### src/rtl/pipeline_hazard_ctrl.sv
// Stall/flush sequencer for the 5-stage pipeline: load-use, branch holds,
// EX redirects, data-memory waits with timeout trap, and perf counters.
module pipeline_hazard_ctrl #(
  parameter int MEM_TIMEOUT = 16,
  parameter int CNT_W       = 32
) (
  input  logic             clk,
  input  logic             rst,
  input  logic             stall_req_load,
  input  logic             stall_branch,
  input  logic             ex_mispredict,
  input  logic [31:0]      ex_target,
  input  logic             mem_req,
  input  logic             mem_ack,
  output logic [4:0]       stall,
  output logic [4:0]       flush,
  output logic             pc_redirect,
  output logic [31:0]      redirect_pc,
  output logic             mem_err,
  output logic [CNT_W-1:0] stall_cycles,
  output logic [CNT_W-1:0] flush_count
);

  typedef enum logic [1:0] {
    RUN,
    MEM_WAIT,
    ERROR
  } state_t;

  localparam int WW = $clog2(MEM_TIMEOUT + 1);
  localparam logic [WW-1:0] LAST = WW'(MEM_TIMEOUT - 1);

  state_t          state, state_n;
  logic [WW-1:0]   wait_cnt, wait_n;
  logic            pend_valid, pend_valid_n;
  logic [31:0]     pend_pc, pend_pc_n;
  logic            err_q, err_n;
  logic [CNT_W-1:0] stall_q, flush_q;

  logic [4:0]  st, fl;
  logic        redir;
  logic [31:0] rpc;

  always_comb begin
    state_n      = state;
    wait_n       = wait_cnt;
    pend_valid_n = pend_valid;
    pend_pc_n    = pend_pc;
    err_n        = err_q;
    st           = 5'b00000;
    fl           = 5'b00000;
    redir        = 1'b0;
    rpc          = 32'h0;
    unique case (state)
      RUN: begin
        if (mem_req && !mem_ack) begin
          st      = 5'b01111;
          fl      = 5'b10000;
          state_n = MEM_WAIT;
          wait_n  = WW'(1);
          if (ex_mispredict && !pend_valid) begin
            pend_valid_n = 1'b1;
            pend_pc_n    = ex_target;
          end
        end else if (pend_valid) begin
          redir        = 1'b1;
          rpc          = pend_pc;
          fl           = 5'b00110;
          pend_valid_n = 1'b0;
        end else if (ex_mispredict) begin
          // wrong-path load-use / branch holds are discarded
          redir = 1'b1;
          rpc   = ex_target;
          fl    = 5'b00110;
        end else if (stall_req_load) begin
          st = 5'b00011;
          fl = 5'b00100;
        end else if (stall_branch) begin
          st = 5'b00001;
          fl = 5'b00010;
        end
      end
      MEM_WAIT: begin
        st = 5'b01111;
        fl = 5'b10000;
        if (ex_mispredict && !pend_valid) begin
          pend_valid_n = 1'b1;
          pend_pc_n    = ex_target;
        end
        if (mem_ack) begin
          state_n = RUN;
          wait_n  = '0;
        end else begin
          wait_n = wait_cnt + WW'(1);
          if (wait_cnt == LAST) begin
            state_n = ERROR;
            err_n   = 1'b1;
          end
        end
      end
      ERROR: begin
        st = 5'b11111;
      end
      default: begin
        state_n = RUN;
      end
    endcase
  end

  always_ff @(posedge clk) begin
    if (rst) begin
      state      <= RUN;
      wait_cnt   <= '0;
      pend_valid <= 1'b0;
      pend_pc    <= 32'h0;
      err_q      <= 1'b0;
      stall_q    <= '0;
      flush_q    <= '0;
    end else begin
      state      <= state_n;
      wait_cnt   <= wait_n;
      pend_valid <= pend_valid_n;
      pend_pc    <= pend_pc_n;
      err_q      <= err_n;
      if (st[0] && stall_q != '1) stall_q <= stall_q + 1'b1;
      if (redir && flush_q != '1) flush_q <= flush_q + 1'b1;
    end
  end

  // all outputs read zero while reset is held
  assign stall        = rst ? 5'b0 : st;
  assign flush        = rst ? 5'b0 : fl;
  assign pc_redirect  = rst ? 1'b0 : redir;
  assign redirect_pc  = rst ? 32'h0 : rpc;
  assign mem_err      = rst ? 1'b0 : err_q;
  assign stall_cycles = rst ? '0 : stall_q;
  assign flush_count  = rst ? '0 : flush_q;

endmodule

### config.mk
export PLATFORM = sky130hd
export DESIGN_NAME = pipeline_hazard_ctrl
export DESIGN_NICKNAME = d
export VERILOG_FILES = /design/src/rtl/pipeline_hazard_ctrl.sv
export SDC_FILE = /design/constraint.sdc
export NUM_CORES = 1
export LEC_CHECK = 0
export BUFFER_PORTS_ARGS = -buffer_cell sky130_fd_sc_hd__buf_4
export CELL_PAD_IN_SITES_DETAIL_PLACEMENT = 1
export CELL_PAD_IN_SITES_GLOBAL_PLACEMENT = 1
export CORE_MARGIN = 2
export CORE_UTILIZATION = 38
export CTS_BUF_LIST = sky130_fd_sc_hd__clkbuf_16
export CTS_CLUSTER_SIZE = 24
export DETAILED_ROUTE_END_ITERATION = 16
export HOLD_SLACK_MARGIN = 0.12
export PLACE_DENSITY_LB_ADDON = 0.1
export REMOVE_ABC_BUFFERS = 1
export SLEW_MARGIN = 20
export SYNTH_ARGS = -nofsm -noshare
export SYNTH_HDL_FRONTEND = slang
export SYNTH_SLANG_ARGS = --single-unit
export TNS_END_PERCENT = 10
### constraint.sdc
create_clock -name clk -period 2.5 [get_ports clk]
set_input_delay 0.25 -clock clk [delete_from_list [all_inputs] [get_ports clk]]
set_output_delay 0.25 -clock clk [all_outputs]
set_load 0.1 [all_outputs]
==> impl_metrics.py, run 1 <==
metrics = {
    "clock_network": {
        "htreeDepth": 3,
        "root_buffer": "clkbuf_16",
        "clkTransAtPathRegs_ps": 70,
        "cts.sink_count": 105,
        "cts-buffers-inserted": 9,
        "cts_tree": "built",
        "insertion_delay_ps": 350,
        "cts_buffer_depth": 2,
        "postCtsSetupRepairBufs": 0,
    },
    "cells_and_area": {
        "nFillCells": 1903,
        "nNetsFinal": 999,
        "drive_above_1_share_pct": 23.6,
        "diodes": 0,
        "area_growth_pct": 29.4,
        "utilization_pct": 50.0,
    },
    "die": {
        "die_x_um": 128,
        "die_area_um2": 16400,
        "coreArea_um2": 15100,
        "initial_core_util_pct": 38.7,
        "ioPinCount": 147,
        "die_h_um": 128,
        "rows": 45,
    },
    "detailed_routing": {
        "vias_per_cell": 5.36,
        "drc_errors": 0,
        "drt_pass1_iterations": 4,
        "num_vias": 6134,
        "ant_nets": 0,
        "wirelength_um": 18500,
        "wl_per_cell_um": 16.1,
        "drt-initial-drc-count": 207,
    },
    "logic_synthesis": {
        "synth_common_cells": "nand2_1 (142), nor2_1 (129), dfxtp_1 (105)",
        "yosysSeqAreaShare_pct": 35.9,
        "yosys.area_share.simple_pct": 38.5,
        "yosys-top-cells-area": "dfxtp_1 (36%), nand2_1 (9.1%), nor2_1 (8.3%)",
        "yosys.area_share.adder_pct": 1.71,
        "synth_compound_area_share_pct": 13.0,
        "yosys.area.top_type": "dfxtp_1",
        "ys_warn_count": 0,
        "synthArstFlopShare_pct": 0,
        "avgSynthCellArea_um2": 7.19,
        "yosys_most_used_dff": "dfxtp_1",
        "yosys.cell_types.count": 51,
        "yosysMostFrequentCell": "nand2_1",
        "synth_top_family_by_area": "simple AND/OR/NAND/NOR gates",
        "synth-seq-cells": 105,
        "yosysTopAreaCellShare_pct": 35.9,
        "muxShareOfSynthArea_pct": 4.36,
        "synth_edf_count": 0,
        "synthCells": 814,
        "synth_area_um2": 5850,
        "synth_xor_area_share_pct": 2.24,
    },
    "worst_setup_path": {
        "path_cells": "inv_1, ha_4, buf_4, nand2_1, or2_4, nor2_1, buf_4",
        "start_kind": "flip-flop",
        "cp_slowest_stage_delay_ps": 370,
        "worstPathRequired_ps": 2250,
        "path_common_cell": "buf_4",
        "path_class": "flip-flop to output port",
        "end_kind": "output port",
        "arrival_ps": 2170,
        "cp_max_fo": 18,
        "slowest_stage": "or2_4",
    },
    "pwr": {
        "irDropWorstVdd_mv": 0.332,
        "powerDensity_nw_per_um2": 515,
        "p_leak_nw": 3.06,
    },
    "run_status": {
        "status": "completed",
    },
    "global_route": {
        "first_global_vias": 6151,
        "grt_use_total_pct": 22.1,
        "grt_pass1_wl_um": 29700,
        "grt_overflow_total": 0,
        "grt_max_degree": 69,
        "grt_antenna_before_repair": 0,
    },
    "sta": {
        "worstMarginPinSlew_ps": 754,
        "fmaxAchievable_ghz": 0.413,
        "finalCritPeriodShare_pct": 96.8,
        "final.setup.tns_ps": 0,
        "setup_violations": 0,
        "maxSlewViolCount": 0,
        "relSlewSlack_pct": 49.7,
        "hold_viol": 0,
        "rsz0062_at_grt": "true",
        "final.min_clock_period_ps": 2420,
        "clock-skew-final_ps": 7.73,
    },
    "place": {
        "portBuffers": 144,
        "gp_congestion": 0.857,
        "dp_hpwl_um": 13300,
    },
    "flow_run": {
        "cap_violations": 0,
    },
    "min_path": {
        "hold_class": "input pin to flip-flop",
    },
}
## sequential cells by signal, summed over array words and instances, names as in the netlist
name	count
pend_valid	1
pend_pc	32
state	2
wait_cnt	5
flush_q	32
err_q	1
stall_q	32
## worst max-delay path: cells and delay by family (launching register included)
| kind | cells | cell delay [ps] |
|---|---|---|
| flops | 1 | 340 |
| buf+inv | 3 | 590 |
| simple gates | 3 | 680 |
| fa+ha+maj | 1 | 200 |
## power breakdown
part	switching, W	leakage, nW	internal (W)
Combinational	0.000639	2.08	0.000232
Sequential	0.0000305	0.849	0.00171
Clock	0.000629	0.136	0.000657
## path summary, 6_finish.rpt
kind                               startpoint              end  slack, ps  depth (start not counted)
worst max-delay path                 state[0]  redirect_pc[13]         80                          7
worst min-delay path            ex_target[19]      pend_pc[19]        150                          3
worst min register to register    pend_pc[23]      pend_pc[23]        460                          2
worst max register to register     flush_q[0]       flush_q[6]        110                          6
## kinds of logic after synthesis
group | count (synthesis)
compound gates | 137
fa+ha+maj | 8
xor+xnor | 15
simple gates | 464
other cells | 1
mux | 23
flops | 105
buf+inv | 61
## placed cells by master (no fill, tap or decap), types with 2 or more instances in the layout
master | netlist | layout
nor3b_2 | 0 | 2
o31ai_1 | 3 | 3
nor2_1 | 129 | 128
nand3_1 | 23 | 23
mux2_2 | 20 | 20
clkinv_1 | 0 | 2
and3_1 | 2 | 2
clkbuf_16 | 0 | 9
o2111ai_1 | 2 | 2
or3_1 | 10 | 10
xor2_1 | 7 | 7
nor4_1 | 15 | 15
a211oi_1 | 4 | 4
nand2b_1 | 3 | 3
nor3_1 | 14 | 14
nand4_1 | 22 | 22
clkinv_2 | 0 | 3
nand3b_1 | 2 | 2
or4_1 | 25 | 25
buf_4 | 3 | 158
ha_1 | 8 | 7
o21ai_0 | 26 | 26
nand2_1 | 142 | 142
buf_6 | 0 | 17
mux2i_1 | 3 | 3
nor2b_1 | 64 | 64
xnor2_1 | 8 | 8
or2_4 | 0 | 3
a21oi_1 | 88 | 88
dfxtp_1 | 105 | 104
conb_1 | 1 | 2
inv_1 | 10 | 12
## per-stage QoR
step | total power [W] | std cells | instance area (µm²) | hold slack [ps] | setup WS [ps]
final | 0.00390 | 1145 | 7580 | 150 | 81.1
after global routing | 0.00407 | 1145 | 7580 | 155 | -20.5
after CTS | 0.00391 | 1143 | 7470 | 144 | 9.34
after detailed placement | 0.00262 | 1127 | 7200 | 450 | -78.0
after global placement | 0.00259 | 1127 | 7200 | 441 | 129
after floorplan | 0.00233 | 764 | 5650 | 319 | -2640
## routing by layer
| layer | GRT usage [%] | vias to the layer above | part of all wire [%] |
|---|---|---|---|
| li1 | - | 3065 | - |
| met1 | 27.4 | 2930 | 45 |
| met2 | 38.8 | 113 | 50 |
| met3 | 3.71 | 26 | 3.5 |
| met4 | 7.43 | 0 | 1.9 |
| met5 | 0 | - | 0 |
## what timing repair did
item	CTS	global route
hold buffers	0	0
resized for setup	4	23
cloned	0	2
endpoints found under the setup margin	46	41
pin swaps	0	1
## cell type report
class | instances | area (µm²) | share of cell area [%]
Tap cell | 188 | 235 | 3.10
Sequential cell | 105 | 2100 | 27.8
Clock inverter | 7 | 30.0 | 0.396
Inverter | 10 | 37.5 | 0.495
Multi-Input combinational cell | 651 | 3570 | 47.1
Clock buffer | 9 | 225 | 2.97
Timing Repair Buffer | 175 | 1380 | 18.2
No activity file was read; power rests on OpenSTA's default activity.
==> inputs of run 2 (changes only) <==
--- a/config.mk
+++ b/config.mk
@@ -9,8 +9,8 @@
 export CELL_PAD_IN_SITES_DETAIL_PLACEMENT = 1
 export CELL_PAD_IN_SITES_GLOBAL_PLACEMENT = 1
 export CORE_MARGIN = 2
-export CORE_UTILIZATION = 38
-export CTS_BUF_LIST = sky130_fd_sc_hd__clkbuf_16
+export CORE_UTILIZATION = 39
+export CTS_BUF_LIST = sky130_fd_sc_hd__clkbuf_4
 export CTS_CLUSTER_SIZE = 24
 export DETAILED_ROUTE_END_ITERATION = 16
 export HOLD_SLACK_MARGIN = 0.12
==> impl_metrics.py, run 2 (synthesized netlist as in run 1, its figures left out) <==
metrics = {
    "run_status": {
        "status": "completed",
    },
    "worst_setup_path": {
        "reg2reg_from": "flush_q[1]",
        "end_kind": "output port",
        "start_kind": "flip-flop",
        "r2r-end": "flush_q[14]",
        "rr_worst_depth": 7,
        "cp_slowest_stage_delay_ps": 370,
        "path_class": "flip-flop to output port",
        "slowest_stage": "dfxtp_1",
        "worstPathRequired_ps": 2250,
        "path_cells": "inv_1, ha_2, buf_6, nand2_4, or2_4, nor2_1, buf_6",
        "cp_max_fo": 11,
        "path_common_cell": "buf_6",
        "arrival_ps": 2180,
        "rrSetupSlack_ps": 120,
    },
    "clock_network": {
        "postCtsSetupRepairBufs": 0,
        "cts-buffers-inserted": 9,
        "clkTransAtPathRegs_ps": 150,
        "cts_tree": "built",
        "cts.sink_count": 105,
        "insertion_delay_ps": 470,
        "root_buffer": "clkbuf_4",
        "cts_buffer_depth": 2,
        "htreeDepth": 3,
    },
    "sta": {
        "rsz0062_at_grt": "true",
        "final.min_clock_period_ps": 2430,
        "hold_viol": 0,
        "maxSlewViolCount": 0,
        "setup_slack_ps": 69.6,
        "relSlewSlack_pct": 51.0,
        "worstMarginPinSlew_ps": 735,
        "clock-skew-final_ps": 14.9,
        "fmaxAchievable_ghz": 0.411,
        "setup_violations": 0,
        "finalCritPeriodShare_pct": 97.2,
    },
    "cells_and_area": {
        "final_cell_mix": "nand2_1 (141), buf_4 (130), nor2_1 (117), dfxtp_1 (103), a21oi_1 (87)",
        "nNetsFinal": 1029,
        "area_growth_pct": 34.3,
        "reg_top3": "flush_q: 32 flops, pend_pc: 32 flops, stall_q: 32 flops",
        "layout_commonest_cell": "nand2_1",
        "drive_above_1_share_pct": 24.1,
        "diodes": 0,
        "nFillCells": 1810,
    },
    "pwr": {
        "powerDensity_nw_per_um2": 444,
        "finalPower_w": 0.00349,
        "irDropWorstVdd_mv": 0.246,
        "p_leak_nw": 3.13,
    },
    "global_route": {
        "grt_antenna_before_repair": 0,
        "grt_max_degree": 121,
        "grt_use_total_pct": 23.6,
        "grt_overflow_total": 0,
        "first_global_vias": 6513,
        "grt_pass1_wl_um": 31300,
    },
    "min_path": {
        "min_to": "wait_cnt[1]",
        "hold_class": "input pin to flip-flop",
        "hp-start": "mem_ack",
        "min_path_cells": 4,
    },
    "detailed_routing": {
        "drt_pass1_iterations": 4,
        "drc_errors": 0,
        "wl_per_cell_um": 17.1,
        "num_vias": 6417,
        "drt-initial-drc-count": 301,
        "vias_per_cell": 5.49,
        "wirelength_um": 20000,
        "ant_nets": 0,
    },
    "place": {
        "dp_hpwl_um": 13300,
        "gp_congestion": 0.882,
        "dp_slack_ps": 117,
        "portBuffers": 144,
    },
    "die": {
        "rows": 44,
        "die_x_um": 127,
        "die_area_um2": 16000,
        "die_h_um": 127,
        "ioPinCount": 147,
        "initial_core_util_pct": 40.1,
        "coreArea_um2": 14600,
    },
    "flow_run": {
        "cap_violations": 0,
    },
}
==> run 2: changes by cell type in the layout (fill, tap and decap cells not counted), sizes merged <==
| cell | previous run | this run |
|---|---|---|
| dlygate4sd3 | 0 | 33 |
| buf | 175 | 167 |
| clkinv | 5 | 2 |
| clkbuf | 9 | 13 |
| inv | 12 | 10 |
| or2 | 4 | 8 |
==> run 2: worst max path at each step <==
stage / cells past startpoint / from / end / slack (ps)
finish: 7 / state[0] / redirect_pc[16] / 70
floorplan: 4 / state[0] / stall[2] / -2640
global placement: 7 / flush_q[0] / flush_q[14] / 250
CTS: 6 / state[0] / stall[0] / -80
global route: 6 / state[0] / stall[0] / -50
detailed placement: 7 / flush_q[0] / flush_q[14] / 120
==> run 2: metal layers <==
| layer | track usage, % | up-vias | share of wire [%] |
|---|---|---|---|
| li1 | - | 3133 | - |
| met3 | 2.87 | 29 | 3.5 |
| met2 | 43.2 | 127 | 51 |
| met4 | 7.11 | 0 | 2.0 |
| met5 | 0 | - | 0 |
| met1 | 28.7 | 3128 | 43 |
==> run 2: area by class of cell <==
type	instances	area (µm²)	area share, %
Clock buffer	12	90.1	1.15
Clock inverter	2	7.51	0.0955
Inverter	10	37.5	0.477
Multi-Input combinational cell	655	3630	46.2
Sequential cell	105	2100	26.8
Tap cell	184	230	2.93
Timing Repair Buffer	201	1760	22.4
==> run 2: where the power goes <==
group          internal (W)  switching [W]  total, W
clock              0.000223       0.000554  0.000777
sequential          0.00171      0.0000326   0.00175
combinational      0.000290       0.000674  0.000964
==> run 2: worst max-delay path: cells and delay by family, from the launching register on <==
family                     cells  cell delay (ps)
adders and majority gates      1              210
buffers and inverters          3              510
and+or+nand+nor                3              610
DFF                            1              370
==> run 2: repair_timing <==
item / CTS / global route
pin swaps: 0 / 4
gates resized for setup: 36 / 34
gates cloned: 0 / 6
setup endpoints to repair: 37 / 47
hold endpoints to repair: 39 / 0
hold buffers: 33 / 0
==> run 2: metrics by stage <==
stage	cells	utilization, %	TNS (ps)	hold slack (ps)	area [µm²]
floorplan	764	-	-61630	319	5650
global placement	1116	49.1	0	442	7160
detailed placement	1116	49.1	0	449	7160
CTS	1163	52.9	-573	121	7720
global route	1169	53.9	-345	168	7860
finish	1169	53.9	0	140	7860
